<file path="src/rtl/uart_tx_controller.sv">
// UART transmit frame sequencer.
// Latches a parallel word on request, steps start / data / parity / stop,
// and drives the external serializer's enable and parallel-data inputs.
//
// state    | meaning
// ---------+----------------------------------------------------------
// S_IDLE   | line held high, waiting for a data-valid request
// S_START  | start bit (line low), serializer held
// S_DATA   | serializer running, line follows serializer output
// S_PARITY | latched parity bit on the line (only when parity enabled)
// S_STOP   | stop bit (line high), done pulse for this cycle only
module uart_tx_controller #(
  parameter int WIDTH = 3
) (
  input  logic                UART_TX_CLK,
  input  logic                UART_TX_RST_ASYN,
  input  logic [2**WIDTH-1:0] UART_TX_P_DATA,
  input  logic                UART_TX_Data_Valid,
  input  logic                UART_TX_PAR_EN,
  input  logic                UART_TX_PAR_TYP,
  input  logic                UART_TX_Ser_Done,
  input  logic                UART_TX_Ser_Data,
  output logic                UART_TX_Ser_En,
  output logic [2**WIDTH-1:0] UART_TX_Ser_PData,
  output logic                UART_TX_OUT,
  output logic                UART_TX_Busy,
  output logic                UART_TX_Done
);

  localparam int DW = 2**WIDTH;

  typedef enum logic [2:0] {
    S_IDLE   = 3'd0,
    S_START  = 3'd1,
    S_DATA   = 3'd2,
    S_PARITY = 3'd3,
    S_STOP   = 3'd4
  } state_t;

  state_t          state;
  state_t          state_nxt;
  logic [DW-1:0]   data_q;
  logic            par_en_q;
  logic            parity_q;
  logic            accept;

  // A request is only honoured while the line is idle; anything else is ignored.
  assign accept = (state == S_IDLE) && UART_TX_Data_Valid;

  // State register.
  always_ff @(posedge UART_TX_CLK or negedge UART_TX_RST_ASYN) begin
    if (!UART_TX_RST_ASYN) begin
      state <= S_IDLE;
    end else begin
      state <= state_nxt;
    end
  end

  // Word, parity-enable and parity bit are captured together at accept so
  // later input changes cannot disturb the frame in flight.
  always_ff @(posedge UART_TX_CLK or negedge UART_TX_RST_ASYN) begin
    if (!UART_TX_RST_ASYN) begin
      data_q   <= '0;
      par_en_q <= 1'b0;
      parity_q <= 1'b0;
    end else if (accept) begin
      data_q   <= UART_TX_P_DATA;
      par_en_q <= UART_TX_PAR_EN;
      parity_q <= (^UART_TX_P_DATA) ^ UART_TX_PAR_TYP;
    end
  end

  // Next-state decode; serializer done only matters while in DATA.
  always_comb begin
    state_nxt = state;
    unique case (state)
      S_IDLE: begin
        if (UART_TX_Data_Valid) begin
          state_nxt = S_START;
        end
      end
      S_START: begin
        state_nxt = S_DATA;
      end
      S_DATA: begin
        if (UART_TX_Ser_Done) begin
          state_nxt = par_en_q ? S_PARITY : S_STOP;
        end
      end
      S_PARITY: begin
        state_nxt = S_STOP;
      end
      S_STOP: begin
        state_nxt = S_IDLE;
      end
      default: begin
        state_nxt = S_IDLE;
      end
    endcase
  end

  // Output decode from the state register only (plus serial data in DATA).
  always_comb begin
    UART_TX_OUT    = 1'b1;
    UART_TX_Ser_En = 1'b0;
    UART_TX_Done   = 1'b0;
    unique case (state)
      S_IDLE: begin
        UART_TX_OUT = 1'b1;
      end
      S_START: begin
        UART_TX_OUT = 1'b0;
      end
      S_DATA: begin
        UART_TX_OUT    = UART_TX_Ser_Data;
        UART_TX_Ser_En = 1'b1;
      end
      S_PARITY: begin
        UART_TX_OUT = parity_q;
      end
      S_STOP: begin
        UART_TX_OUT  = 1'b1;
        UART_TX_Done = 1'b1;
      end
      default: begin
        UART_TX_OUT = 1'b1;
      end
    endcase
  end

  assign UART_TX_Busy      = (state != S_IDLE);
  assign UART_TX_Ser_PData = data_q;

endmodule

</file>
<file path="config.mk">
export PLATFORM = sky130hd
export DESIGN_NAME = uart_tx_controller
export DESIGN_NICKNAME = d
export VERILOG_FILES = /design/src/rtl/uart_tx_controller.sv
export SDC_FILE = /design/constraint.sdc
export NUM_CORES = 1
export LEC_CHECK = 0
export CELL_PAD_IN_SITES_DETAIL_PLACEMENT = 1
export CELL_PAD_IN_SITES_GLOBAL_PLACEMENT = 2
export CORE_MARGIN = 2
export CORE_UTILIZATION = 28
export DETAILED_ROUTE_END_ITERATION = 10
export PLACE_DENSITY = 0.85
export SLEW_MARGIN = 15
export SYNTH_ARGS = -nofsm -noshare
export SYNTH_HDL_FRONTEND = slang
export SYNTH_SLANG_ARGS = --single-unit
</file>
<file path="constraint.sdc">
create_clock -name UART_TX_CLK -period 2.9 [get_ports UART_TX_CLK]
set_input_delay 0.29 -clock UART_TX_CLK [delete_from_list [all_inputs] [get_ports UART_TX_CLK]]
set_output_delay 0.29 -clock UART_TX_CLK [all_outputs]
set_load 0.005 [all_outputs]
</file>
==> results.cfg, run 1 <==
[run_status]
status = completed

[critical_path]
crit_path_max_incr_delay_ns = 0.50
end_kind = output port
path_class = flip-flop to output port
r2r_slack_ns = 1.15
crit_chain = a21oi_1 > a311o_1 > clkdlybuf4s50_1
slowest_stage = dfrtp_1
required_ns = 2.61
worst_ep_arrival_time_ns = 1.65
crit_fanout = 10
start_kind = flip-flop

[power_and_ir_drop]
peakVddDrop_v = 0.0004379
power.leakage_nw = 0.4151
power.density_mw_per_mm2 = 974.6

[die]
dieArea_mm2 = 0.002870
start_util_pct = 30.24
row_count = 17
die_h_um = 53.58
pin_count = 27
die_x_um = 53.58
core_area_mm2 = 0.002276

[timing]
min_period_ns = 1.937
fmax_mhz = 516.3
slew_headroom_pct = 59.75
finClkSkew_ns = 0.002029
worst_slew_pin_slew_ns = 0.6019
setup_tns_ns = 0
rsz0062_at_grt = no
slew_viol_final = 0
finalCritPeriodShare_pct = 66.79
hold_viol = 0
setup_viol = 0

[route]
dr.first_iter.drc_count = 3
vias = 488
vias_per_cell = 4.561
drtPass1Iterations = 4
post_drt_wl_per_cell_um = 12.80
wirelength_mm = 1.370
antenna_left = 0
drcViolationCount = 0

[global_route]
grt_max_degree = 14
grt_pass1_wl_mm = 2.449
antenna_found_initial = 0
grt_overflow_total = 0
grt_pass1_vias = 540
grt.total_usage_pct = 12.21

[finish]
final_cell_mix = clkdlybuf4s50_1, dfrtp_1, mux2_4
final_layout_size_suffix_gt1_share_pct = 18.99
design_area_um2 = 979.7
area_delta_synth_final_pct = 42.36
final_common_cell = clkdlybuf4s50_1
antenna_cells = 0
nets = 95

[yosys]
yosysWarnings = 0
avgSynthCellArea_um2 = 13.23
ys_ff_latch = 13
yosysTopAreaCellShare_pct = 47.27
synth_seq_area_share_pct = 47.27
synth_area_leaders = dfrtp_1, mux2_4, xnor2_1
synth.distinct_cells = 19
syn_nets = 67
syn-cell-area_um2 = 688.2
synthCells = 52
yosysTopAreaCell = dfrtp_1

[clocking]
cts-root-buf = clkbuf_4
cts_tree = built
clkTransAtPathRegs_ns = 0.08
clock_sinks = 13
cts_resized = 0
ctsLongestPathBuffers = 2
cts_setup_buffers = 0
htreeDepth = 1
numCtsBuffers = 3
postCtsHoldBufs = 0
clk_latency_ns = 0.27

[placement]
place_congestion = 0.7691
port_buffers = 26
dpl-instance-area_um2 = 953.4
hpwl_mm = 1.056

[min_path]
holdCritPathClass = input port to asynchronous set/reset pin

[flow_run]
maxCapViolCount = 0
## cells by family (layout without fill, tap and decap cells)
family                    after synthesis  in the layout  share of synthesized area, %
muxes                                  10             10                         20.73
DFF                                    13             13                         47.27
AOI/OAI and AO/OA                       6              6                         5.090
xor gates and xnor gates                7              7                         10.91
buffers and inverters                   7             34                         6.545
and+or+nand+nor                         9              9                         9.453
## where the power goes
group,leakage [nW],total (mW),switching (mW),internal [mW]
combinational,0.243,0.486,0.144,0.342
clock,0.0150,0.113,0.0602,0.0533
sequential,0.157,0.356,0.0839,0.272
total,0.415,0.955,0.288,0.667
## state kept, by name (all words and copies together), names as in the netlist
name / cells
par_en_q: 1
state: 3
parity_q: 1
UART_TX_Ser_PData: 8
## synthesized netlist by cell type, drive strengths merged
| library cell | count |
|---|---|
| dfrtp | 13 |
| mux2 | 10 |
| xnor2 | 5 |
| inv | 4 |
| nor3b | 4 |
| buf | 3 |
| o21ai | 3 |
| a21oi | 2 |
| nor2 | 2 |
| a311o | 1 |
| nand2 | 1 |
| nand3 | 1 |
| or3 | 1 |
| xnor3 | 1 |
| xor2 | 1 |
## layer usage
layer  track usage (%)  part of all wire [%]  up-vias
met4             5.128                   1.2        0
li1                  -                     -      232
met1             14.43                    46      232
met2             20.58                    46       21
met3             3.611                   7.3        3
met5                 0                     0        -
## critical path: cells and delay by family (launching register included)
| family | cells | cell delay (ns) |
|---|---|---|
| compound gates | 2 | 0.43 |
| buf+inv | 1 | 0.44 |
| flops | 1 | 0.50 |
## through the flow
step	utilization, %	power [mW]	setup WS [ns]	hold WS [ns]	cells
2_1_floorplan	-	0.6357	1.338	-0.005591	52
3_3_place_gp	41.89	0.8346	1.062	0.4942	103
3_5_place_dp	41.89	0.8479	1.033	0.4979	103
4_1_cts	43.05	0.9669	0.9469	0.4027	107
5_1_grt	43.05	1.033	0.8539	0.4258	107
6_report	43.05	0.9548	0.9632	0.3896	107
## final timing paths
| kind | start | to | cells past startpoint |
|---|---|---|---|
| setup / recovery | state[1] | UART_TX_OUT | 3 |
| hold / removal | UART_TX_RST_ASYN | UART_TX_Ser_PData[0] | 1 |
| setup reg to reg | state[0] | parity_q | 3 |
| hold reg to reg | UART_TX_Ser_PData[6] | UART_TX_Ser_PData[6] | 1 |
| max in group asynchronous | UART_TX_RST_ASYN | UART_TX_Ser_PData[5] | 1 |
| min in group UART_TX_CLK | UART_TX_Ser_PData[6] | UART_TX_Ser_PData[6] | 1 |
## final cells by class
| type | count | area, µm² |
|---|---|---|
| inverter | 4 | 15.01 |
| fill | 248 | 1296 |
| clock buffer | 4 | 26.28 |
| timing repair buffer | 26 | 260.3 |
| tap | 28 | 35.03 |
| multi-input combinational | 32 | 317.8 |
| sequential | 13 | 325.3 |
No activity file was read; power rests on OpenSTA's default activity.
==> inputs of run 2 (changes only) <==
Settings changed: CORE_UTILIZATION 28 to 24, PLACE_DENSITY 0.85 to 0.78.
Clock period 2.9 ns to 1.6 ns, I/O delays scaled along.
==> run 2 against run 1 <==
Power grew 92%. Critical path type unchanged. Via count up 6.6%. First-iteration DRC count is 130% higher.
==> results.cfg, run 2 (same netlist as run 1, synthesis figures left out) <==
[route]
dr.first_iter.drc_count = 7
drcViolationCount = 0
wirelength_mm = 1.569
drtPass1Iterations = 3
post_drt_wl_per_cell_um = 13.18
vias_per_cell = 4.370
antenna_left = 0
vias = 520

[finish]
final_cell_mix = clkdlybuf4s50_1, dfrtp_1, mux2_4, buf_4, xnor2_1
nets = 104
final_common_cell = clkdlybuf4s50_1
fillCellCount = 302
antenna_cells = 0
largest_reg_flops = 8
stdcell_count = 119
multi_input_area_um2 = 317.8
area_delta_synth_final_pct = 52.73
register_area_um2 = 325.3
final_layout_size_suffix_gt1_share_pct = 28.41

[clocking]
ctsLongestPathBuffers = 2
cts_tree = built
htreeDepth = 1
postCtsHoldBufs = 0
clk_latency_ns = 0.28
numCtsBuffers = 3
clock_sinks = 13
cts-root-buf = clkbuf_4
clkTransAtPathRegs_ns = 0.09

[critical_path]
end_kind = output port
required_ns = 1.44
start_kind = flip-flop
worst_ep_arrival_time_ns = 1.42
crit_fanout = 6
path_class = flip-flop to output port

[timing]
finClkSkew_ns = 0.008284
worst_slew_pin_slew_ns = 0.6085
rsz0062_at_grt = yes
fmax_mhz = 632.1
slew_viol_final = 0
fin_ws_ns = 0.01787
finalCritPeriodShare_pct = 98.88
slew_headroom_pct = 59.30
setup_viol = 0
hold_viol = 0
holdWs_ns = 0.2571
min_period_ns = 1.582

[run_status]
status = completed

[placement]
port_buffers = 26
hpwl_mm = 1.206
dp_slack_ns = -0.1606
place_congestion = 0.6907
place_inst = 113

[power_and_ir_drop]
p_seq_share_pct = 32.3
power.density_mw_per_mm2 = 1740
peakVddDrop_v = 0.0007706
power_frac_clock_pct = 11.2
internal_power_mw = 1.278
finalPower_mw = 1.828
netSwitchingFraction_pct = 30.08
power.leakage_nw = 0.4738
p_switching_uw = 550.1
p_comb_share_pct = 56.5

[die]
die_x_um = 57.55
core_area_mm2 = 0.002734
row_count = 19
start_util_pct = 25.17
die_h_um = 57.55
dieArea_mm2 = 0.003311
pin_count = 27

[global_route]
grt_overflow_total = 0
grt_pass1_vias = 601
antenna_found_initial = 0
grt_pass1_wl_mm = 2.670
grt_max_degree = 14
grt.total_usage_pct = 10.22

[min_path]
holdCritPathClass = input port to asynchronous set/reset pin

[flow_run]
maxCapViolCount = 0
run 2: power groups by stage:
stage | combinational (mW) | sequential (mW) | clock (mW)
2_1_floorplan | 0.567 | 0.585 | 0
3_5_place_dp | 1.04 | 0.598 | 0
3_3_place_gp | 1.02 | 0.600 | 0
5_1_grt | 1.11 | 0.617 | 0.227
4_1_cts | 1.02 | 0.595 | 0.213
6_report | 1.03 | 0.591 | 0.204
run 2: cell type report:
type | instances | share of cell area [%]
Timing Repair Buffer | 35 | 31.07
Multi-Input combinational cell | 32 | 30.24
Inverter | 4 | 1.429
Clock inverter | 1 | 0.4762
Sequential cell | 13 | 30.95
Tap cell | 31 | 3.690
Clock buffer | 3 | 2.143
run 2: critical path, stage by stage (launching register included):
cell and delay, ns:
dfrtp_1 0.41, buf_4 0.16, a311o_1 0.30, dlygate4sd2_1 0.26
run 2: final timing paths:
path,startpoint,depth (start not counted),end,slack [ns]
worst max-delay path,state[1],3,UART_TX_OUT,0.02
worst min-delay path,UART_TX_RST_ASYN,1,UART_TX_Ser_PData[2],0.26
worst max register to register,state[1],4,UART_TX_Ser_PData[6],0.03
worst min register to register,UART_TX_Ser_PData[1],1,UART_TX_Ser_PData[1],0.52
max in group asynchronous,UART_TX_RST_ASYN,1,UART_TX_Ser_PData[3],0.94
min in group UART_TX_CLK,UART_TX_PAR_EN,3,par_en_q,0.43
run 2: per-stage QoR:
step	TNS, ns	util (%)	instance area (µm²)
finish	0	38.44	1051
global route	-0.1693	38.44	1051
CTS	-0.002215	38.03	1040
detailed placement	-0.1607	36.93	1010
global placement	-0.09725	36.93	1010
floorplan	0	-	688.2
run 2: routing by layer:
metal	up-vias	GRT usage, %	wire length (µm)
met3	0	2.494	120
met1	253	13.66	701
met4	0	2.990	0
met5	-	0	0
li1	248	-	-
met2	19	16.40	747
run 2: repair_timing:
item                       in CTS  in global routing
buffers inserted                1                  1
resized for setup               4                  1
setup endpoints to repair       4                  4
pin swaps                       0                  1
==> inputs of run 3 (changes only) <==
Settings changed: GPL_TIMING_DRIVEN set to 1, REMOVE_ABC_BUFFERS set to 1.
==> run 3 against run 2 <==
Design area is 2.1% lower. Sequential power hardly changed. Sequential share of layout area is 0.68 points higher. Fmax is 2.8% higher. Register-to-register slack better by 0.03 ns. Clock skew is 0.0076 ns lower. Clock power is 2% lower. Hold slack worse by 0.014 ns. Largest power group unchanged. Sequential cell count stayed put. Non-clock buffer count is 3 lower. Power is 2.1% lower.
==> results.cfg, run 3 (same netlist as run 1, synthesis figures left out) <==
[clocking]
clkTransAtPathRegs_ns = 0.07
cts-root-buf = clkbuf_4
numCtsBuffers = 3
ctsLongestPathBuffers = 2
cts_tree = built
clk_latency_ns = 0.28
cts_setup_buffers = 0
postCtsHoldBufs = 0
clock_sinks = 13
htreeDepth = 1

[route]
drcViolationCount = 0
dr.first_iter.drc_count = 7
wirelength_mm = 1.469
antenna_left = 0
post_drt_wl_per_cell_um = 12.66
vias = 494
vias_per_cell = 4.259
drtPass1Iterations = 2

[timing]
fmax_mhz = 649.9
slew_viol_final = 0
finalCritPeriodShare_pct = 96.17
hold_viol = 0
fin_ws_ns = 0.06122
setup_tns_ns = 0
finClkSkew_ns = 0.0007067
rsz0062_at_grt = no
holdWs_ns = 0.2436
min_period_ns = 1.539
slew_headroom_pct = 62.05
worst_slew_pin_slew_ns = 0.5675
setup_viol = 0

[placement]
dp_slack_ns = -0.1499
hpwl_mm = 1.201
dpl-instance-area_mm2 = 0.001002
port_buffers = 26
place_congestion = 0.6990
place_inst = 112

[die]
core_area_mm2 = 0.002734
start_util_pct = 25.17
die_h_um = 57.55
pin_count = 27
die_x_um = 57.55
dieArea_mm2 = 0.003311
row_count = 19

[global_route]
grt_max_degree = 14
grt_pass1_vias = 577
grt_overflow_total = 0
antenna_found_initial = 0
grt.total_usage_pct = 10.34
grt_pass1_wl_mm = 2.573

[flow_run]
maxCapViolCount = 0

[finish]
final_layout_size_suffix_gt1_share_pct = 24.71
antenna_cells = 0
fin_util_pct = 37.62
nets = 101
fillCellCount = 315
final_common_cell = clkdlybuf4s50_1
design_area_mm2 = 0.001028
final_cell_mix = clkdlybuf4s50_1, dfrtp_1, mux2_4
stdcell_count = 116
largest_reg_flops = 8
area_delta_synth_final_pct = 49.46

[min_path]
holdCritPathClass = input port to asynchronous set/reset pin

[power_and_ir_drop]
p_seq_share_pct = 32.9
p_switching_uw = 530.3
finalPower_mw = 1.789
peakVddDrop_v = 0.001172
netSwitchingFraction_pct = 29.64
power.leakage_nw = 0.4566
power_frac_clock_pct = 11.1
p_comb_share_pct = 55.9
internal_power_mw = 1.259
power.density_mw_per_mm2 = 1740

[critical_path]
path_class = flip-flop to flip-flop
crit_chain = or3_4 > nor2_4 > buf_4 > mux2_4
end_kind = flip-flop
worst_ep_arrival_time_ns = 1.70
slowest_stage = or3_4
start_kind = flip-flop
crit_path_max_incr_delay_ns = 0.41
required_ns = 1.77
crit_fanout = 5

[run_status]
status = completed
## run 3: cell types whose count changed in the layout (fill, tap and decap cells not counted)
cell             previous run  this run
buf_4                       8         5
clkbuf_1                    0         1
clkdlybuf4s15_1             0         1
clkinv_2                    1         0
dlygate4sd2_1               4         3
## run 3: timing repair
item,in CTS,in global routing
pin swaps,0,0
resized for setup,4,2
gates cloned,0,0
endpoints found under the setup margin,4,1
## run 3: metal layers
layer / track usage (%) / up-vias / share of wire (%) / wire [µm]
li1: - / 240 / - / -
met1: 13.01 / 231 / 43 / 626
met2: 15.58 / 18 / 49 / 713
met3: 3.175 / 5 / 6.0 / 88
met4: 5.980 / 0 / 2.7 / 40
met5: 0 / - / 0 / 0
## run 3: path summary, 6_finish.rpt
path	slack, ns	cells after the start	to	from
worst min register to register	0.51	1	UART_TX_Ser_PData[6]	UART_TX_Ser_PData[6]
max in group asynchronous	0.99	1	UART_TX_Ser_PData[4]	UART_TX_RST_ASYN
worst max-delay path	0.06	4	UART_TX_Ser_PData[0]	state[0]
min in group UART_TX_CLK	0.42	3	par_en_q	UART_TX_PAR_EN
worst max register to register	0.06	4	UART_TX_Ser_PData[0]	state[0]
worst min-delay path	0.24	1	state[0]	UART_TX_RST_ASYN
## run 3: worst max-delay path, delay by kind of cell, from the launching register on
family / cells / cell delay (ns)
multiplexers: 1 / 0.30
AND/OR/NAND/NOR: 2 / 0.56
buffers and inverters: 1 / 0.18
flip-flops: 1 / 0.39
## run 3: layout make-up
class	instances	area [µm²]	area share, %
clock buffer	4	26.28	2.555
inverter	4	15.01	1.460
timing repair buffer	32	305.3	29.68
multi-input combinational	32	317.8	30.90
sequential	13	325.3	31.63
tap	31	38.79	3.771
## run 3: power by group through the flow
stage                     Combinational [mW]  Clock [mW]  Sequential (mW)
final                                   1.00       0.199            0.589
after global routing                    1.09       0.225            0.619
after CTS                               1.01       0.214            0.593
after detailed placement                1.05           0            0.594
after global placement                  1.03           0            0.591
after floorplan                        0.469           0            0.620
